## src/rtl/therm_frame_tx.sv

```systemverilog
// therm_frame_tx: frames one 8-bit ring-oscillator sample per window into a
// 4-byte UART frame {SYNC_BYTE, seq, sample, checksum} and hands the bytes to
// the UART over a start/busy handshake.
//   clk, rst          : clock, synchronous active-high reset
//   sample_valid      : one-cycle strobe qualifying sample
//   sample[7:0]       : latched oscillator count
//   uart_busy         : UART transmitter busy
//   uart_start        : request UART to send uart_data (held until busy seen)
//   uart_data[7:0]    : byte being offered; stable while uart_start is high
//   frame_busy        : frame in progress
//   frame_done        : pulse when the last byte has left the UART
//   drop_cnt[7:0]     : saturating count of overwritten samples
//   err_timeout       : sticky, UART never acknowledged a start
module therm_frame_tx #(
  parameter logic [7:0]  SYNC_BYTE   = 8'hA5,
  parameter int unsigned ACK_TIMEOUT = 1024
) (
  input  logic       clk,
  input  logic       rst,
  input  logic       sample_valid,
  input  logic [7:0] sample,
  input  logic       uart_busy,
  output logic       uart_start,
  output logic [7:0] uart_data,
  output logic       frame_busy,
  output logic       frame_done,
  output logic [7:0] drop_cnt,
  output logic       err_timeout
);

  typedef enum logic [1:0] {IDLE, REQ, WAIT, NEXT} state_t;

  localparam logic [15:0] TMO_LIMIT = 16'(ACK_TIMEOUT);

  state_t      state, state_nx;
  logic        pend_valid, pend_valid_nx;
  logic [7:0]  pend_data, pend_data_nx;
  logic [7:0]  seq, seq_nx;
  logic [7:0]  frm_seq, frm_seq_nx;
  logic [7:0]  frm_data, frm_data_nx;
  logic [1:0]  idx, idx_nx, idx_inc;
  logic [15:0] tmo_cnt, tmo_cnt_nx;
  logic        uart_start_nx;
  logic [7:0]  uart_data_nx;
  logic        frame_done_nx;
  logic [7:0]  drop_cnt_nx;
  logic        err_timeout_nx;
  logic        consume;
  logic [7:0]  next_byte;

  assign idx_inc = idx + 2'd1;

  // Checksum is rebuilt from the stored frame fields rather than kept as a
  // separate register.
  always_comb begin
    case (idx_inc)
      2'd1:    next_byte = frm_seq;
      2'd2:    next_byte = frm_data;
      2'd3:    next_byte = SYNC_BYTE ^ frm_seq ^ frm_data;
      default: next_byte = SYNC_BYTE;
    endcase
  end

  always_comb begin
    state_nx       = state;
    pend_valid_nx  = pend_valid;
    pend_data_nx   = pend_data;
    seq_nx         = seq;
    frm_seq_nx     = frm_seq;
    frm_data_nx    = frm_data;
    idx_nx         = idx;
    tmo_cnt_nx     = tmo_cnt;
    uart_start_nx  = uart_start;
    uart_data_nx   = uart_data;
    frame_done_nx  = 1'b0;
    drop_cnt_nx    = drop_cnt;
    err_timeout_nx = err_timeout;
    consume        = (state == IDLE) && pend_valid;

    case (state)
      IDLE: begin
        if (pend_valid) begin
          frm_seq_nx    = seq;
          frm_data_nx   = pend_data;
          seq_nx        = seq + 8'd1;
          idx_nx        = '0;
          tmo_cnt_nx    = '0;
          uart_start_nx = 1'b1;
          uart_data_nx  = SYNC_BYTE;
          state_nx      = REQ;
        end
      end
      REQ: begin
        if (uart_busy) begin
          uart_start_nx = 1'b0;
          state_nx      = WAIT;
        end else begin
          tmo_cnt_nx = tmo_cnt + 16'd1;
          if (tmo_cnt + 16'd1 == TMO_LIMIT) begin
            uart_start_nx  = 1'b0;
            err_timeout_nx = 1'b1;
            state_nx       = IDLE;
          end
        end
      end
      WAIT: begin
        if (!uart_busy) begin
          if (idx == 2'd3) begin
            frame_done_nx = 1'b1;
            state_nx      = IDLE;
          end else begin
            state_nx = NEXT;
          end
        end
      end
      NEXT: begin
        idx_nx        = idx_inc;
        uart_data_nx  = next_byte;
        uart_start_nx = 1'b1;
        tmo_cnt_nx    = '0;
        state_nx      = REQ;
      end
      default: state_nx = IDLE;
    endcase

    // A sample arriving on the consuming edge refills the buffer without loss.
    if (sample_valid) begin
      pend_data_nx  = sample;
      pend_valid_nx = 1'b1;
      if (pend_valid && !consume && drop_cnt != 8'hFF)
        drop_cnt_nx = drop_cnt + 8'd1;
    end else if (consume) begin
      pend_valid_nx = 1'b0;
    end
  end

  always_ff @(posedge clk) begin
    if (rst) begin
      state       <= IDLE;
      pend_valid  <= 1'b0;
      pend_data   <= '0;
      seq         <= '0;
      frm_seq     <= '0;
      frm_data    <= '0;
      idx         <= '0;
      tmo_cnt     <= '0;
      uart_start  <= 1'b0;
      uart_data   <= '0;
      frame_busy  <= 1'b0;
      frame_done  <= 1'b0;
      drop_cnt    <= '0;
      err_timeout <= 1'b0;
    end else begin
      state       <= state_nx;
      pend_valid  <= pend_valid_nx;
      pend_data   <= pend_data_nx;
      seq         <= seq_nx;
      frm_seq     <= frm_seq_nx;
      frm_data    <= frm_data_nx;
      idx         <= idx_nx;
      tmo_cnt     <= tmo_cnt_nx;
      uart_start  <= uart_start_nx;
      uart_data   <= uart_data_nx;
      frame_busy  <= (state_nx != IDLE);
      frame_done  <= frame_done_nx;
      drop_cnt    <= drop_cnt_nx;
      err_timeout <= err_timeout_nx;
    end
  end

endmodule

```

## config.mk

```make
export PLATFORM = sky130hd
export DESIGN_NAME = therm_frame_tx
export DESIGN_NICKNAME = d
export VERILOG_FILES = /design/src/rtl/therm_frame_tx.sv
export SDC_FILE = /design/constraint.sdc
export NUM_CORES = 1
export LEC_CHECK = 0
export CORE_ASPECT_RATIO = 1.5
export CORE_MARGIN = 1.5
export CORE_UTILIZATION = 35
export DETAILED_ROUTE_END_ITERATION = 7
export GPL_TIMING_DRIVEN = 1
export PLACE_DENSITY = 0.51
export RECOVER_POWER = 25
export REMOVE_ABC_BUFFERS = 1
export SLEW_MARGIN = 20
export SYNTH_ARGS = -nofsm -noshare
export SYNTH_HDL_FRONTEND = slang
export SYNTH_SLANG_ARGS = --single-unit
```

## constraint.sdc

```tcl
create_clock -name clk -period 2.65 [get_ports clk]
set_clock_uncertainty 0.2 [all_clocks]
set_input_delay 0.265 -clock clk [delete_from_list [all_inputs] [get_ports clk]]
set_output_delay 0.265 -clock clk [all_outputs]
set_load 0.05 [all_outputs]
```

==> flow_metrics.py, run 1 <==
metrics = {
    "setup_path": {
        "required_ns": 2.61,
        "path_max_fanout": 7,
        "worstPathCellList": "ha_1 > nand2_1 > or3_1 > a2111oi_2 > and4b_4 > o22ai_1",
        "crit_end": "state[0]",
        "end_kind": "register",
        "critPathKind": "reg -> reg",
        "cp-start-kind": "register",
        "max_stage_delay_ns": 0.48,
        "slowest_stage": "dfxtp_1",
        "reg2reg_to": "state[0]",
        "ff2ff_path_depth": 6,
        "startpoint": "tmo_cnt[0]",
        "crit_arrival_ns": 2.31,
        "r2r_slack_ns": 0.30,
        "r2r_start": "tmo_cnt[0]",
    },
    "synth": {
        "synth_xor_area_share_pct": 4.83,
        "synthTopCellsByArea": "dfxtp_1 (42%), a21oi_1 (7.3%), nor2_1 (6.3%)",
        "synth_compound_area_share_pct": 18.8,
        "synth_top_family_by_area": "simple AND/OR/NAND/NOR gates",
        "synthMuxAreaShare_pct": 2.91,
        "ys_seq_area_share_pct": 42.4,
        "yosys.area.top_type": "dfxtp_1",
        "synth.distinct_cells": 47,
        "ys_warn_count": 0,
        "synth_area_um2": 3440,
        "syn_area_per_cell_um2": 8.24,
        "yosys-top-cells-count": "dfxtp_1 (73), nor2_1 (58), nand2_1 (52)",
        "synth_most_common_cell": "dfxtp_1",
        "synthAdderAreaFrac_pct": 2.54,
        "synthSimpleGateAreaFrac_pct": 24.3,
        "synth_seq_cells": 73,
        "dominantRegCellSynth": "dfxtp_1",
        "yosys.area.top_type_share_pct": 42.4,
        "ys_async_sr_fraction_pct": 0,
        "synthCells": 418,
        "synth_edf_count": 0,
    },
    "power_and_ir_drop": {
        "power_density_nw_per_um2": 649,
        "p_total_mw": 2.71,
        "leakagePower_nw": 1.51,
        "vdd_ir_drop_max_mv": 0.354,
    },
    "floorplanning": {
        "design.core.area_um2": 9630,
        "io_pins": 32,
        "die_area_um2": 10500,
        "die_w_um": 84.0,
        "rows": 44,
        "initial_utilization_pct": 35.7,
        "die_y_um": 124,
    },
    "clocking": {
        "htreeDepth": 3,
        "clkSinkCount": 73,
        "postCtsHoldBufs": 0,
        "cts_tree": "yes",
        "cts_resized": 0,
        "cts_setup_buffers": 0,
        "clk_latency_ns": 0.34,
        "clockBufferDepth": 2,
        "clock-root-buffer": "clkbuf_16",
        "cts-buffers-inserted": 9,
        "cts.clk_slew.worst_paths_ns": 0.06,
    },
    "detailed_routing": {
        "drt_iter0_markers": 123,
        "drc": 0,
        "firstDrtPassIters": 5,
        "viasPerCell": 5.36,
        "routedWlPerCell_um": 14.5,
        "wl_mm": 8.19,
        "num_vias": 3031,
        "postRouteAntennaNets": 0,
    },
    "min_path": {
        "holdCritPathClass": "reg -> reg",
    },
    "sta": {
        "drv_slew": 0,
        "max_freq_mhz": 425,
        "max-slew-margin-rel_pct": 1.38,
        "rsz0062_at_grt": "false",
        "hold_viol_final": 0,
        "setup_ws_ns": 0.300,
        "tns_ns": 0,
        "fin_crit_sh_pct": 88.7,
        "setup_viol": 0,
        "worstMarginPinSlew_ns": 1.48,
        "post-route-min-period_ns": 2.35,
    },
    "global_route": {
        "grt_start_max_net_pins": 31,
        "grt_pass1_wl_mm": 14.4,
        "grt_pass1_vias": 2996,
        "grt_util_all_layers_pct": 17.0,
        "antenna_found_initial": 0,
        "grt_overflow": 0,
    },
    "cells_and_area": {
        "drive_gt1_share_pct": 8.65,
        "register_area_um2": 1460,
        "areaGrowthSynthToFinish_pct": 21.1,
        "num_antenna_cells": 0,
        "multi_input_area_um2": 1840,
        "fin_util_pct": 43.3,
        "n_fill_cell": 973,
        "nNetsFinal": 465,
    },
    "placed_design": {
        "hpwl_mm": 5.74,
        "dp_slack_ns": 0.357,
        "io_buffers": 31,
        "gp_congestion": 0.834,
    },
    "run_status": {
        "status": "complete, no violations",
    },
    "job": {
        "drv_cap": 0,
    },
}
## where the power goes
group / total (mW) / switching [mW] / internal, mW
clock network: 1.33 / 0.481 / 0.853
logic: 0.222 / 0.143 / 0.0787
registers: 1.15 / 0.0243 / 1.13
total: 2.71 / 0.648 / 2.06
## final cells by class
class	instances	area share [%]
sequential	73	35.0
clock buffer	10	5.73
clock inverter	6	2.16
tap	115	3.45
multi-input combinational	315	44.0
timing repair buffer	42	9.12
inverter	5	0.450
## per-layer routing
layer / GRT usage (%) / wire (µm) / up-vias
met2: 28.8 / 4130 / 46
met4: 7.14 / 152 / 0
met5: 0 / 0 / -
met3: 3.64 / 235 / 14
li1: - / - / 1536
met1: 20.6 / 3670 / 1435
## state kept, by name, indices dropped and copies added (netlist names)
name	cells
frm_seq	8
idx	2
err_timeout	1
pend_valid	1
frame_done	1
tmo_cnt	16
drop_cnt	8
state	2
uart_data	8
seq	8
frm_data	8
frame_busy	1
uart_start	1
pend_data	8
## worst max-delay path, delay by kind of cell, from the launching register on
family | cells | cell delay, ns
fa+ha+maj | 1 | 0.23
flops | 1 | 0.48
simple gates | 3 | 0.83
compound gates | 2 | 0.43
## worst min path at each step
| stage | slack (ns) | from | to | cells past startpoint |
|---|---|---|---|---|
| detailed placement | 0.25 | pend_data[1] | frm_data[1] | 2 |
| finish | 0.25 | pend_data[2] | frm_data[2] | 2 |
| floorplan | 0.13 | rst | frame_busy | 1 |
| CTS | 0.23 | rst | uart_data[4] | 2 |
| global placement | 0.24 | pend_data[1] | frm_data[1] | 2 |
| global route | 0.28 | pend_data[4] | frm_data[4] | 2 |
## placed cells by master, fill, tap and decap left out, types with 2 or more instances in the layout
| cell type | instances |
|---|---|
| nand4_1 | 14 |
| xor2_1 | 12 |
| and3_2 | 2 |
| a211oi_1 | 2 |
| clkbuf_16 | 9 |
| a22oi_1 | 3 |
| a21oi_1 | 50 |
| xnor2_1 | 7 |
| a221o_1 | 4 |
| nand2_1 | 52 |
| nor2_1 | 58 |
| nand2b_1 | 3 |
| ha_1 | 7 |
| clkdlybuf4s50_1 | 30 |
| nand3_1 | 9 |
| nor3_1 | 9 |
| buf_4 | 9 |
| o21ai_0 | 20 |
| inv_1 | 5 |
| and3_1 | 3 |
| nand4b_1 | 2 |
| dfxtp_1 | 73 |
| or3_1 | 6 |
| a31oi_1 | 4 |
| o22ai_1 | 2 |
| a21o_1 | 4 |
| bufinv_16 | 2 |
| or2_2 | 2 |
| nor4_1 | 2 |
| clkbuf_1 | 2 |
| a311oi_1 | 4 |
| mux2i_1 | 10 |
| nor2b_1 | 8 |
## through the flow
stage          instance area, µm²  hold slack [ns]  cells
6_report                     4170            0.253    566
5_1_grt                      4170            0.282    566
2_1_floorplan                3320            0.131    393
4_1_cts                      4180            0.228    566
3_3_place_gp                 3850            0.241    550
3_5_place_dp                 3850            0.246    550
## kinds of logic (layout without fill, tap and decap cells)
logic type / count (synthesis) / in the layout
adder cells (fa/ha/maj): 7 / 7
AND/OR/NAND/NOR: 177 / 177
buffers and inverters: 30 / 63
XOR/XNOR: 19 / 19
AO/OA/AOI/OAI: 102 / 102
multiplexers: 10 / 10
flip-flops: 73 / 73
(Power assumes the default switching activity.)
==> inputs of run 2 (changes only) <==
--- a/config.mk
+++ b/config.mk
@@ -9,8 +9,9 @@
 export CORE_MARGIN = 1.5
 export CORE_UTILIZATION = 35
 export DETAILED_ROUTE_END_ITERATION = 7
+export DONT_BUFFER_PORTS = 1
 export GPL_TIMING_DRIVEN = 1
-export PLACE_DENSITY = 0.51
+export PLACE_DENSITY = 0.47
 export RECOVER_POWER = 25
 export REMOVE_ABC_BUFFERS = 1
 export SLEW_MARGIN = 20
==> run 2 against run 1 <==
Final area decreased by 5.3%. Die area unchanged. Register-to-register slack got worse by 0.08 ns. Worst hold slack got worse by 0.20 ns. Critical path depth unchanged. Sequential power increased by 3%. Global-route usage increased by 0.10 points. Sequential share of layout area increased by 2.0 points. Utilization decreased by 2.3 points. Worst setup slack got worse by 0.079 ns. First-iteration DRC count decreased by 13%.
==> flow_metrics.py, run 2 (same netlist as run 1, synthesis figures left out) <==
metrics = {
    "run_status": {
        "status": "complete, no violations",
    },
    "setup_path": {
        "crit_arrival_ns": 2.43,
        "end_kind": "register",
        "ff2ff_path_depth": 6,
        "worstPathCellList": "ha_1 > nand2_1 > or3_1 > a2111oi_2 > and4b_4 > o22ai_1",
        "r2r_start": "tmo_cnt[1]",
        "path_max_fanout": 6,
        "cp.depth": 6,
        "reg2reg_to": "state[0]",
        "max_stage_delay_ns": 0.48,
        "slowest_stage": "dfxtp_1",
        "critPathKind": "reg -> reg",
        "crit_end": "state[0]",
        "critPathBufInv": 0,
        "r2r_slack_ns": 0.22,
        "startpoint": "tmo_cnt[1]",
        "crit_family": "simple AND/OR/NAND/NOR gates",
        "cp-start-kind": "register",
        "required_ns": 2.65,
    },
    "floorplanning": {
        "design.core.area_um2": 9630,
        "rows": 44,
        "die_w_um": 84.0,
        "io_pins": 32,
        "initial_utilization_pct": 35.7,
        "die_y_um": 124,
        "die_area_um2": 10500,
    },
    "detailed_routing": {
        "drc": 0,
        "top_layer": "met4",
        "wl_mm": 8.49,
        "viasPerCell": 5.40,
        "routedWlPerCell_um": 15.5,
        "postRouteAntennaNets": 0,
        "wl_met3_um": 329,
        "drt_iter0_markers": 107,
        "firstDrtPassIters": 4,
        "wl_met2_mm": 4.27,
        "num_vias": 2956,
        "route.layer.met1.wl_mm": 3.66,
    },
    "global_route": {
        "grt_pass1_vias": 2884,
        "grt_pass1_wl_mm": 14.3,
        "antenna_found_initial": 0,
        "grt_overflow": 0,
        "grt_util_all_layers_pct": 17.1,
        "grt_start_max_net_pins": 75,
    },
    "clocking": {
        "clkSinkCount": 73,
        "clockBufferDepth": 2,
        "cts_setup_buffers": 0,
        "htreeDepth": 3,
        "clk_latency_ns": 0.33,
        "cts.clk_slew.worst_paths_ns": 0.06,
        "postCtsHoldBufs": 11,
        "cts_tree": "yes",
        "cts-buffers-inserted": 9,
        "clock-root-buffer": "clkbuf_16",
        "cts_resized": 0,
    },
    "cells_and_area": {
        "multi_input_area_um2": 1840,
        "largest-register": "tmo_cnt",
        "areaGrowthSynthToFinish_pct": 14.7,
        "register_area_um2": 1460,
        "drive_gt1_share_pct": 7.87,
        "final_cell_mix": "dfxtp_1 (73), nor2_1 (58), nand2_1 (52), a21oi_1 (50), o21ai_0 (20)",
        "largest_reg_flops": 16,
        "layout_commonest_cell": "dfxtp_1",
        "nNetsFinal": 446,
        "num_antenna_cells": 0,
        "n_fill_cell": 1031,
    },
    "placed_design": {
        "io_buffers": 0,
        "hpwl_mm": 5.71,
        "gp_congestion": 0.832,
    },
    "power_and_ir_drop": {
        "leakagePower_nw": 1.42,
        "vdd_ir_drop_max_mv": 0.448,
        "power_density_nw_per_um2": 649,
    },
    "min_path": {
        "holdCritPathClass": "in -> reg",
    },
    "sta": {
        "hold_viol_final": 0,
        "drv_slew": 0,
        "tns_ns": 0,
        "setup_viol": 0,
        "post-route-min-period_ns": 2.43,
        "fin_hold_ws_ns": 0.0492,
        "max_freq_mhz": 412,
        "fin_crit_sh_pct": 91.7,
        "worstMarginPinSlew_ns": 0.780,
        "rsz0062_at_grt": "false",
        "max-slew-margin-rel_pct": 48.0,
    },
    "job": {
        "drv_cap": 0,
    },
}
-- run 2: stage by stage --
step / area [µm²] / cells / power (mW) / setup WS [ns] / utilization, %
floorplan: 3320 / 393 / 1.29 / 0.241 / -
global placement: 3550 / 520 / 1.34 / 0.336 / 36.9
detailed placement: 3550 / 520 / 1.34 / 0.265 / 36.9
CTS: 3980 / 547 / 2.61 / 0.239 / 41.3
global route: 3950 / 547 / 2.68 / 0.0667 / 41.0
finish: 3950 / 547 / 2.56 / 0.221 / 41.0
-- run 2: routing by layer --
| layer | up-vias | track usage, % |
|---|---|---|
| li1 | 1493 | - |
| met1 | 1378 | 19.6 |
| met2 | 68 | 29.1 |
| met3 | 17 | 4.44 |
| met4 | 0 | 8.49 |
| met5 | - | 0 |
-- run 2: final cells by class --
| class | count | area share [%] |
|---|---|---|
| clock buffers | 11 | 6.15 |
| clock inverters | 5 | 1.39 |
| inverters | 5 | 0.475 |
| multi-input cells | 315 | 46.5 |
| flip-flops and latches | 73 | 37.0 |
| well taps | 115 | 3.64 |
| repair buffers | 23 | 4.85 |
-- run 2: worst min-delay path by stage --
stage / cells after the start / from / endpoint
final: 3 / uart_busy / state[0]
after global routing: 3 / uart_busy / state[0]
after CTS: 3 / uart_busy / state[0]
after detailed placement: 1 / rst / frame_busy
after global placement: 1 / rst / frame_busy
after floorplan: 1 / rst / frame_busy
-- run 2: where the power goes --
group | leakage (nW) | total [mW] | switching [mW] | internal [mW]
clock network | 0.142 | 1.21 | 0.459 | 0.751
logic | 0.685 | 0.167 | 0.106 | 0.0605
registers | 0.592 | 1.19 | 0.0598 | 1.13
-- run 2: worst min-delay path, stage by stage --
cell and delay, ns:
nor2_1 0.02, a21oi_1 0.15, o22ai_1 0.09
